### config.mk
export PLATFORM = sky130hd
export DESIGN_NAME = wavetable_fetch
export DESIGN_NICKNAME = d
export VERILOG_FILES = /design/src/rtl/wavetable_fetch.sv
export SDC_FILE = /design/constraint.sdc
export NUM_CORES = 1
export LEC_CHECK = 0
export BUFFER_PORTS_ARGS = -buffer_cell sky130_fd_sc_hd__buf_2
export CAP_MARGIN = 15
export CORE_ASPECT_RATIO = 0.5
export CORE_MARGIN = 3
export CORE_UTILIZATION = 40
export DETAILED_ROUTE_END_ITERATION = 6
export PLACE_DENSITY = 0.66
export REMOVE_ABC_BUFFERS = 1
export SLEW_MARGIN = 20
export SYNTH_ARGS = -nofsm -noshare
export SYNTH_HDL_FRONTEND = slang
export SYNTH_SLANG_ARGS = --single-unit
export TNS_END_PERCENT = 30
### constraint.sdc
create_clock -name clk -period 3.7 [get_ports clk]
set_clock_uncertainty 0.15 [all_clocks]
set_input_delay 0.74 -clock clk [delete_from_list [all_inputs] [get_ports clk]]
set_output_delay 0.74 -clock clk [all_outputs]
set_load 0.1 [all_outputs]
### src/rtl/wavetable_fetch.sv
// wavetable_fetch
// Read-side client of the wavetable RAM. It accepts single-entry read
// requests or a full-table sweep command, drives the RAM read port, captures
// the entry one cycle later and presents it on a valid/ready response
// channel. Consumers never see RAM latency, and backpressure stalls all reads.
//
// Ports
//   clk, rst          rising-edge clock, asynchronous active-high reset
//   req_valid/ready   single-read request handshake, req_addr = entry index
//   sweep_start       pulse: read entries 0..RAM_SIZE-1 in order
//   sweep_busy        sweep in progress
//   sweep_done        one-cycle pulse after the last sweep response is taken
//   ram_re, ram_addr  RAM read port; data is returned on ram_* one cycle later
//   ram_wfm_left/right, ram_factor, ram_is_pure   RAM read data
//   rsp_valid/ready   response handshake
//   rsp_addr, rsp_wfm_left/right, rsp_factor, rsp_is_pure   captured entry
//   rsp_err           address was out of range (data fields are zero)
//   rsp_last          final response of a sweep
module wavetable_fetch #(
    parameter int RAM_SIZE = 61,
    parameter int ADDR_W   = 6,
    parameter int DATA_W   = 8
) (
    input  logic              clk,
    input  logic              rst,
    input  logic              req_valid,
    output logic              req_ready,
    input  logic [ADDR_W-1:0] req_addr,
    input  logic              sweep_start,
    output logic              sweep_busy,
    output logic              sweep_done,
    output logic              ram_re,
    output logic [ADDR_W-1:0] ram_addr,
    input  logic [DATA_W-1:0] ram_wfm_left,
    input  logic [DATA_W-1:0] ram_wfm_right,
    input  logic [DATA_W-1:0] ram_factor,
    input  logic              ram_is_pure,
    output logic              rsp_valid,
    input  logic              rsp_ready,
    output logic [ADDR_W-1:0] rsp_addr,
    output logic [DATA_W-1:0] rsp_wfm_left,
    output logic [DATA_W-1:0] rsp_wfm_right,
    output logic [DATA_W-1:0] rsp_factor,
    output logic              rsp_is_pure,
    output logic              rsp_err,
    output logic              rsp_last
);

    typedef enum logic [1:0] {IDLE, WAIT, HOLD} state_t;

    localparam logic [ADDR_W-1:0] LAST_ADDR = ADDR_W'(RAM_SIZE - 1);

    state_t            state, state_next;
    logic [ADDR_W-1:0] cnt;
    logic [ADDR_W-1:0] cur_addr;
    logic              cur_err;
    logic              cur_sweep;
    logic              issue;
    logic              in_range;
    logic              sweep_accept;
    logic [ADDR_W-1:0] issue_addr;

    always_ff @(posedge clk or posedge rst) begin
        if (rst) state <= IDLE;
        else     state <= state_next;
    end

    always_comb begin
        state_next   = state;
        req_ready    = 1'b0;
        sweep_accept = 1'b0;
        issue        = 1'b0;
        issue_addr   = cnt;
        ram_re       = 1'b0;
        ram_addr     = '0;
        rsp_valid    = 1'b0;
        in_range     = int'(issue_addr) < RAM_SIZE;
        case (state)
            IDLE: begin
                // A sweep_start in this cycle takes precedence; the pending
                // request waits until the sweep has completed.
                req_ready    = !sweep_busy && !sweep_start;
                sweep_accept = !sweep_busy && sweep_start;
                issue_addr   = sweep_busy ? cnt : req_addr;
                in_range     = int'(issue_addr) < RAM_SIZE;
                issue        = sweep_busy || (req_valid && req_ready);
                if (issue) begin
                    state_next = WAIT;
                    if (in_range) begin
                        ram_re   = 1'b1;
                        ram_addr = issue_addr;
                    end
                end
            end
            WAIT: state_next = HOLD;
            HOLD: begin
                rsp_valid = 1'b1;
                if (rsp_ready) state_next = IDLE;
            end
            default: state_next = IDLE;
        endcase
    end

    always_ff @(posedge clk or posedge rst) begin
        if (rst) begin
            cnt           <= '0;
            cur_addr      <= '0;
            cur_err       <= 1'b0;
            cur_sweep     <= 1'b0;
            sweep_busy    <= 1'b0;
            sweep_done    <= 1'b0;
            rsp_addr      <= '0;
            rsp_wfm_left  <= '0;
            rsp_wfm_right <= '0;
            rsp_factor    <= '0;
            rsp_is_pure   <= 1'b0;
            rsp_err       <= 1'b0;
            rsp_last      <= 1'b0;
        end else begin
            sweep_done <= 1'b0;
            if (sweep_accept) begin
                sweep_busy <= 1'b1;
                cnt        <= '0;
            end
            if (issue) begin
                cur_addr  <= issue_addr;
                cur_err   <= !in_range;
                cur_sweep <= sweep_busy;
                // Counter saturates at the final entry; it never wraps.
                if (sweep_busy && cnt != LAST_ADDR) cnt <= cnt + 1'b1;
            end
            // RAM data is valid only in the cycle after the read; capture it
            // here so the RAM need not hold its outputs.
            if (state == WAIT) begin
                rsp_addr <= cur_addr;
                rsp_err  <= cur_err;
                rsp_last <= cur_sweep && (cur_addr == LAST_ADDR);
                if (cur_err) begin
                    rsp_wfm_left  <= '0;
                    rsp_wfm_right <= '0;
                    rsp_factor    <= '0;
                    rsp_is_pure   <= 1'b0;
                end else begin
                    rsp_wfm_left  <= ram_wfm_left;
                    rsp_wfm_right <= ram_wfm_right;
                    rsp_factor    <= ram_factor;
                    rsp_is_pure   <= ram_is_pure;
                end
            end
            if (state == HOLD && rsp_ready && rsp_last) begin
                sweep_busy <= 1'b0;
                sweep_done <= 1'b1;
            end
        end
    end

endmodule

==> results of run 1 <==
## per-stage QoR
step	cell area, um2	std cells	setup TNS [ps]	setup WS (ps)
2_1_floorplan	2300	230	-4130	-1300
3_3_place_gp	2810	385	0	767
3_5_place_dp	2810	385	0	709
4_1_cts	2950	392	0	565
5_1_grt	2950	392	0	385
6_report	2950	392	0	585
## flip-flops by register name (all words and copies together), names as in the netlist
signal	cells
cnt	6
cur_addr	6
cur_err	1
cur_sweep	1
rsp_addr	6
rsp_err	1
rsp_factor	8
rsp_is_pure	1
rsp_last	1
rsp_wfm_left	8
rsp_wfm_right	8
state	2
sweep_busy	1
sweep_done	1
## per-layer routing
metal | part of all wire (%) | GRT usage, %
met1 | 45 | 19.2
met2 | 49 | 26.2
met3 | 5.3 | 3.98
met4 | 0.89 | 5.52
met5 | 0 | 0
## cells by family after synthesis
kind of cell               Yosys count  synth area share (%)
DFF                                 51                  53.8
muxes                               13                  5.85
AOI/OAI and AO/OA                   53                  13.6
buffers and inverters               21                  4.11
and+or+nand+nor                    104                  21.6
adders and majority gates            2                  1.05
## worst register-to-register path, stage by stage (launching register included)
cell and delay, ps:
dfrtp_1 450, nand2b_2 630, buf_4 410, nand2_1 70, o21ai_1 60
## cells in the final DEF (no fill, tap or decap), types with 2 or more instances in the layout
cell | Yosys | routed
buf_2 | 9 | 79
dfrtp_1 | 51 | 51
nand2_1 | 50 | 50
o21ai_1 | 34 | 34
nand2b_1 | 26 | 25
nor2_1 | 8 | 8
mux2_1 | 7 | 7
a21oi_1 | 7 | 7
mux2i_1 | 6 | 6
nand4_1 | 5 | 5
clkbuf_16 | 0 | 5
inv_1 | 5 | 4
nor3_1 | 3 | 3
nand3_1 | 3 | 3
buf_4 | 2 | 3
inv_2 | 2 | 2
clkinv_2 | 0 | 2
ha_1 | 2 | 2
## final timing paths
check	depth (start not counted)	from	slack, ps	endpoint
min in group asynchronous	2	rst	450	rsp_wfm_right[2]
worst min register to register	1	rsp_addr[1]	330	rsp_addr[1]
worst max-delay path	6	sweep_busy	580	ram_addr[2]
worst min-delay path	1	rsp_addr[1]	330	rsp_addr[1]
max in group asynchronous	2	rst	2430	cnt[2]
worst max register to register	4	state[1]	1790	rsp_wfm_right[4]
## final cells by class
type                    count  area share (%)
clock buffers               5            4.24
inverters                   7           0.932
well taps                  73            3.09
clock inverters             2           0.466
multi-input cells         172            33.9
flip-flops and latches     51            43.2
repair buffers             82            14.1
==> summary.md, run 1 <==
| Metric | Value |
|---|---|
| Outcome | `complete, no violations` |
| FF+latch count, synth | `51` |
| Largest net degree at the start of global routing | `52` |
| Tcrit/Tclk final | `84.2%` |
| WP buf/inv | `2` |
| Largest cells by area after synthesis | `dfrtp_1 (54%), nand2_1 (7.9%), o21ai_1 (7.2%), nand2b_1 (6.9%), mux2_1 (3.3%)` |
| Initial core utilization | `42.3%` |
| Critical path fanouts, max | `15` |
| Max-slew violation count | `0` |
| Hold violation count in the final report | `0` |
| Layout cells sized above 1 | `30.7%` |
| Area of the multi-input gates | `0.00100 mm2` |
| Synth warn | `0` |
| Mapped Area | `0.00237 mm2` |
| Final Critical Period | `roughly 3100 ps` |
| Nets@finish | `roughly 360` |
| Post-DP HPWL | `3750 um` |
| Synthesized instance count | `about 240` |
| Register area | `0.00128 mm2` |
| Top-count cell post-synth | `dfrtp_1` |
| H-tree Lvls | `2` |
| RSZ-0062 raised after global routing | `no` |
| Detail Route Antenna Nets | `0` |
| First-pass GRT wire length | `approximately 8400 um` |
| # IOs | `80` |
| Routed via count | `1900` |
| Crit path cell chain | `buf_4 > nor3_1 > a31o_1 > o21ai_1 > nor2_1 > buf_2` |
| Area share of the largest cell type after synthesis | `53.8%` |
| WL/cell | `13.1 um` |
| Post-synthesis sequential area ratio | `53.8%` |
| Final Util | `52.7%` |
| Initial drt markers | `111` |
| Initial antenna violation count | `0` |
| CP top delay family | `flip-flops` |
| Top_reg_cell synth | `dfrtp_1` |
| Number of synthesized flops with an enable pin | `0` |
| Vias in the first global route | `about 1900` |
| Die Ht | `60.5 um` |
| WHS | `about 330 ps` |
| Maximum single-stage delay on the critical path | `roughly 640 ps` |
| N_diodes | `0` |
| Slowest-stage cell, CP | `dfrtp_1` |
| Std-Cell Rows | `19` |
| DRC Markers | `0` |
| Final setup viols | `0` |
| Distinct cells, synth | `38` |
| Actual slew at the worst max-slew pin | `872 ps` |
| Req. time, crit path | `2810 ps` |
| Max_cap viols | `0` |
| Core Region | `around 0.0056 mm2` |
| Postcts setup bufs | `0` |
| Area growth syn-to-layout | `24.5%` |
| Worst min-delay path category | `reg -> reg` |
| Syn Area/Cell | `9.73 um2` |
| Clk slew on worst S/H paths | `60 ps` |
| Asr flop ratio synth | `100%` |
| Layout fillers | `524` |
| Critical path data arrival time | `2230 ps` |
| Buffers on Ports | `79` |
| Die Wd | `approximately 110 um` |
| Crit Path Class | `reg -> out` |
| Root Driver | `clkbuf_16` |
| Maximum clock frequency | `0.321 GHz` |
| Cell taking the most area after synthesis | `dfrtp_1` |
| Via density per instance | `about 4.8` |
| Worst slew margin | `41.9%` |
| GRT Residual Overflow | `0` |
| Clock sink count | `51` |
| CP endpoint kind | `output pin` |
| Drt total wl | `5140 um` |
| Floorplan die area | `0.00695 mm2` |
| CTS tree | `yes` |
| CTS Buffer Depth | `2` |
| Drt pass-1 iters | `4` |
| Post-cts resize count | `0` |
| Total routing usage reported by global routing | `15.3%` |
| RD Place Congestion | `0.745` |
| Top post-synthesis cells by count | `dfrtp_1 (51), nand2_1 (50), o21ai_1 (34)` |
| CP startpoint kind | `register` |
| Clk Latency, worst-skew pair | `between 200 and 300 ps` |
| Hold-fix buffer count after cts | `0` |
| Cts bufs inserted | `5` |
Power of run 1 is left out: the tool's default activity adds up to more than one toggle a clock period on the data nets, which glitch-free logic cannot reach.
==> run 2: changes to the inputs <==
- ABC_AREA: unset -> 1
- PLACE_DENSITY: 0.66 -> 0.69
- clock period: 3.7 -> 2.5 ns (I/O delays scaled with it)
==> summary.md, run 2 <==
| Metric | Value |
|---|---|
| Top post-synthesis cells by count | `nand2_1 (53), dfrtp_1 (51), a22o_1 (25), inv_1 (25), nor2_1 (18)` |
| Tcrit/Tclk final | `between 90% and 100%` |
| CTS Buffer Depth | `2 (unchanged)` |
| Root Driver | `clkbuf_8` |
| Violated checks | `hold timing` |
| Initial antenna violation count | `0 (unchanged)` |
| # IOs | `80 (unchanged)` |
| Worst slew margin | `62.3% (+20 points)` |
| H-tree Lvls | `2 (unchanged)` |
| N_diodes | `0 (unchanged)` |
| Maximum single-stage delay on the critical path | `410 ps (-230 ps)` |
| Req. time, crit path | `1850 ps (-960 ps)` |
| CP endpoint kind | `output pin` |
| Layout fillers | `451 (-14%)` |
| Initial drt markers | `87 (-22%)` |
| Layout cells sized above 1 | `35.9% (+5.2 points)` |
| GRT Residual Overflow | `0 (unchanged)` |
| Initial core utilization | `43.0% (+0.67 points)` |
| Max-slew violation count | `0 (unchanged)` |
| Number of synthesized flops with an enable pin | `0 (unchanged)` |
| Drt pass-1 iters | `4 (unchanged)` |
| Final setup viols | `0 (unchanged)` |
| Crit. Startpoint | `state[1]` |
| Synthesized instance count | `225 (-7.8%)` |
| Worst min-delay path category | `in -> async` |
| Most frequent cells in the layout | `buf_2 (72), nand2_1 (52), dfrtp_1 (50), a22o_1 (25), inv_1 (24)` |
| Most common cell after layout, fill and taps aside | `buf_2` |
| Hold violation count in the final report | `10 (+10)` |
| Post-DP HPWL | `3840 um (+2.5%)` |
| Top_reg_cell synth | `dfrtp_1` |
| Clk Latency, worst-skew pair | `300 ps (about the same)` |
| CP startpoint kind | `register` |
| Maximum clock frequency | `around 0.4 GHz` |
| Critical path fanouts, max | `6 (-9)` |
| Vias in the first global route | `1868 (+0.70%)` |
| WL/cell | `13.3 um (+1.3%)` |
| Critical path data arrival time | `1810 ps (-420 ps)` |
| Register area | `0.00128 mm2 (about the same)` |
| Final Critical Period | `2460 ps` |
| Largest cells by area after synthesis | `dfrtp_1 (58%), a22o_1 (10%), nand2_1 (9.1%), inv_1 (4.3%), nor2_1 (3.1%)` |
| First-pass GRT wire length | `8540 um (+2.0%)` |
| Clk slew on worst S/H paths | `90 ps (+30 ps)` |
| Setup slack, reg-to-reg | `890 ps (-900 ps)` |
| RR Startpoint | `state[1]` |
| Largest net degree at the start of global routing | `27 (-48%)` |
| Area growth syn-to-layout | `31.7%` |
| Cts bufs inserted | `5 (unchanged)` |
| Floorplan die area | `0.00647 mm2 (-6.9%)` |
| Hold-fix buffer count after cts | `0 (unchanged)` |
| Via density per instance | `4.89 (+0.82%)` |
| Outcome | `complete, but fails checks` |
| Top-count cell post-synth | `nand2_1` |
| Std-Cell Rows | `18 (-1)` |
| Actual slew at the worst max-slew pin | `564 ps (-308 ps)` |
| Nets@finish | `346 (-3.1%)` |
| Area of the multi-input gates | `772 um2 (-23%)` |
| RD Place Congestion | `0.799 (+7.2%)` |
| Final instance area | `0.00289 mm2 (-2.1%)` |
| Top flop regs | `rsp_factor: 8 flops, rsp_wfm_left: 8 flops, rsp_wfm_right: 8 flops` |
| Slowest-stage cell, CP | `dfrtp_1` |
| Area share of the largest cell type after synthesis | `58.1% (+4.3 points)` |
| Syn Area/Cell | `9.76 um2 (+0.38%)` |
| Post-synthesis sequential area ratio | `58.1% (+4.3 points)` |
| Die Ht | `58.4 um (-3.4%)` |
| DP Area | `0.00276 mm2 (-2.0%)` |
| FF+latch count, synth | `51 (unchanged)` |
| Crit path cell chain | `nor2_1 > inv_2 > a21oi_4 > nand3_1 > a21oi_1 > buf_12` |
| Clock sink count | `51 (unchanged)` |
| Crit Path Class | `reg -> out` |
| Detail Route Antenna Nets | `0 (unchanged)` |
| Distinct cells, synth | `22 (-42%)` |
| CTS tree | `yes` |
| DRC Markers | `0 (unchanged)` |
| Total routing usage reported by global routing | `16.1% (+0.75 points)` |
| WHS | `-1.64 ps (-336 ps)` |
| RSZ-0062 raised after global routing | `yes` |
| Routed via count | `1852 (-2.5%)` |
| Cell taking the most area after synthesis | `dfrtp_1` |
| Die Wd | `111 um (-3.6%)` |
| Asr flop ratio synth | `100% (unchanged)` |
| Max_cap viols | `0 (unchanged)` |
| Synth warn | `0 (unchanged)` |
| Core Region | `0.00511 mm2 (-8.9%)` |
| Final Util | `56.6% (+3.9 points)` |
| Drt total wl | `5040 um (-2.1%)` |
| Buffers on Ports | `79 (unchanged)` |
| Mapped Area | `0.00220 mm2 (-7.4%)` |
## run 2: cells by family after synthesis
| kind of cell | after synthesis | share of synthesized area [%] |
|---|---|---|
| and+or+nand+nor | 92 | 18.2 |
| DFF | 51 | 58.1 |
| AOI/OAI and AO/OA | 42 | 14.4 |
| buffers and inverters | 36 | 7.46 |
| xor gates and xnor gates | 2 | 0.797 |
| adders and majority gates | 2 | 1.14 |
## run 2: metal layers
layer	share of wire, %	track usage, %	vias up
met3	4.7	4.11	5
met5	0	0	-
met1	44	20.4	896
li1	-	-	896
met4	0.48	4.21	0
met2	51	28.1	55
## run 2: worst paths after layout
path                                    to  cells after the start
setup / recovery               ram_addr[1]                      6
max in group asynchronous    rsp_factor[1]                      3
min in group clk                  state[1]                      2
hold reg to reg                rsp_addr[2]                      2
hold / removal                    state[0]                      2
setup reg to reg           rsp_wfm_left[7]                      4
## run 2: repair_timing
item / CTS / global route
buffers inserted: 0 / 1
endpoints found under the setup margin: 5 / 6
gates resized for setup: 1 / 7
## run 2: layout make-up
class                   count  area share [%]
clock buffers               7            2.98
clock inverters             1           0.303
inverters                  28            3.81
multi-input cells         138            26.7
flip-flops and latches     51            44.2
well taps                  70            3.03
repair buffers             84            19.0
## run 2: critical path: cells and delay by family (launching register included)
family                 cells  cell delay [ps]
AO/OA/AOI/OAI              2              470
flip-flops                 1              410
buffers and inverters      2              330
AND/OR/NAND/NOR            2              300
## run 2: stage by stage
step / cells / setup TNS (ps) / setup slack (ps) / hold WS (ps)
2_1_floorplan: 217 / -8360 / -1330 / 310
3_3_place_gp: 370 / 0 / 350 / 312
3_5_place_dp: 370 / 0 / 327 / 314
4_1_cts: 378 / 0 / 25.2 / 3.18
5_1_grt: 379 / -172 / -33.0 / 14.2
6_report: 379 / 0 / 39.3 / -1.64
Power of run 2 is left out for the same reason.
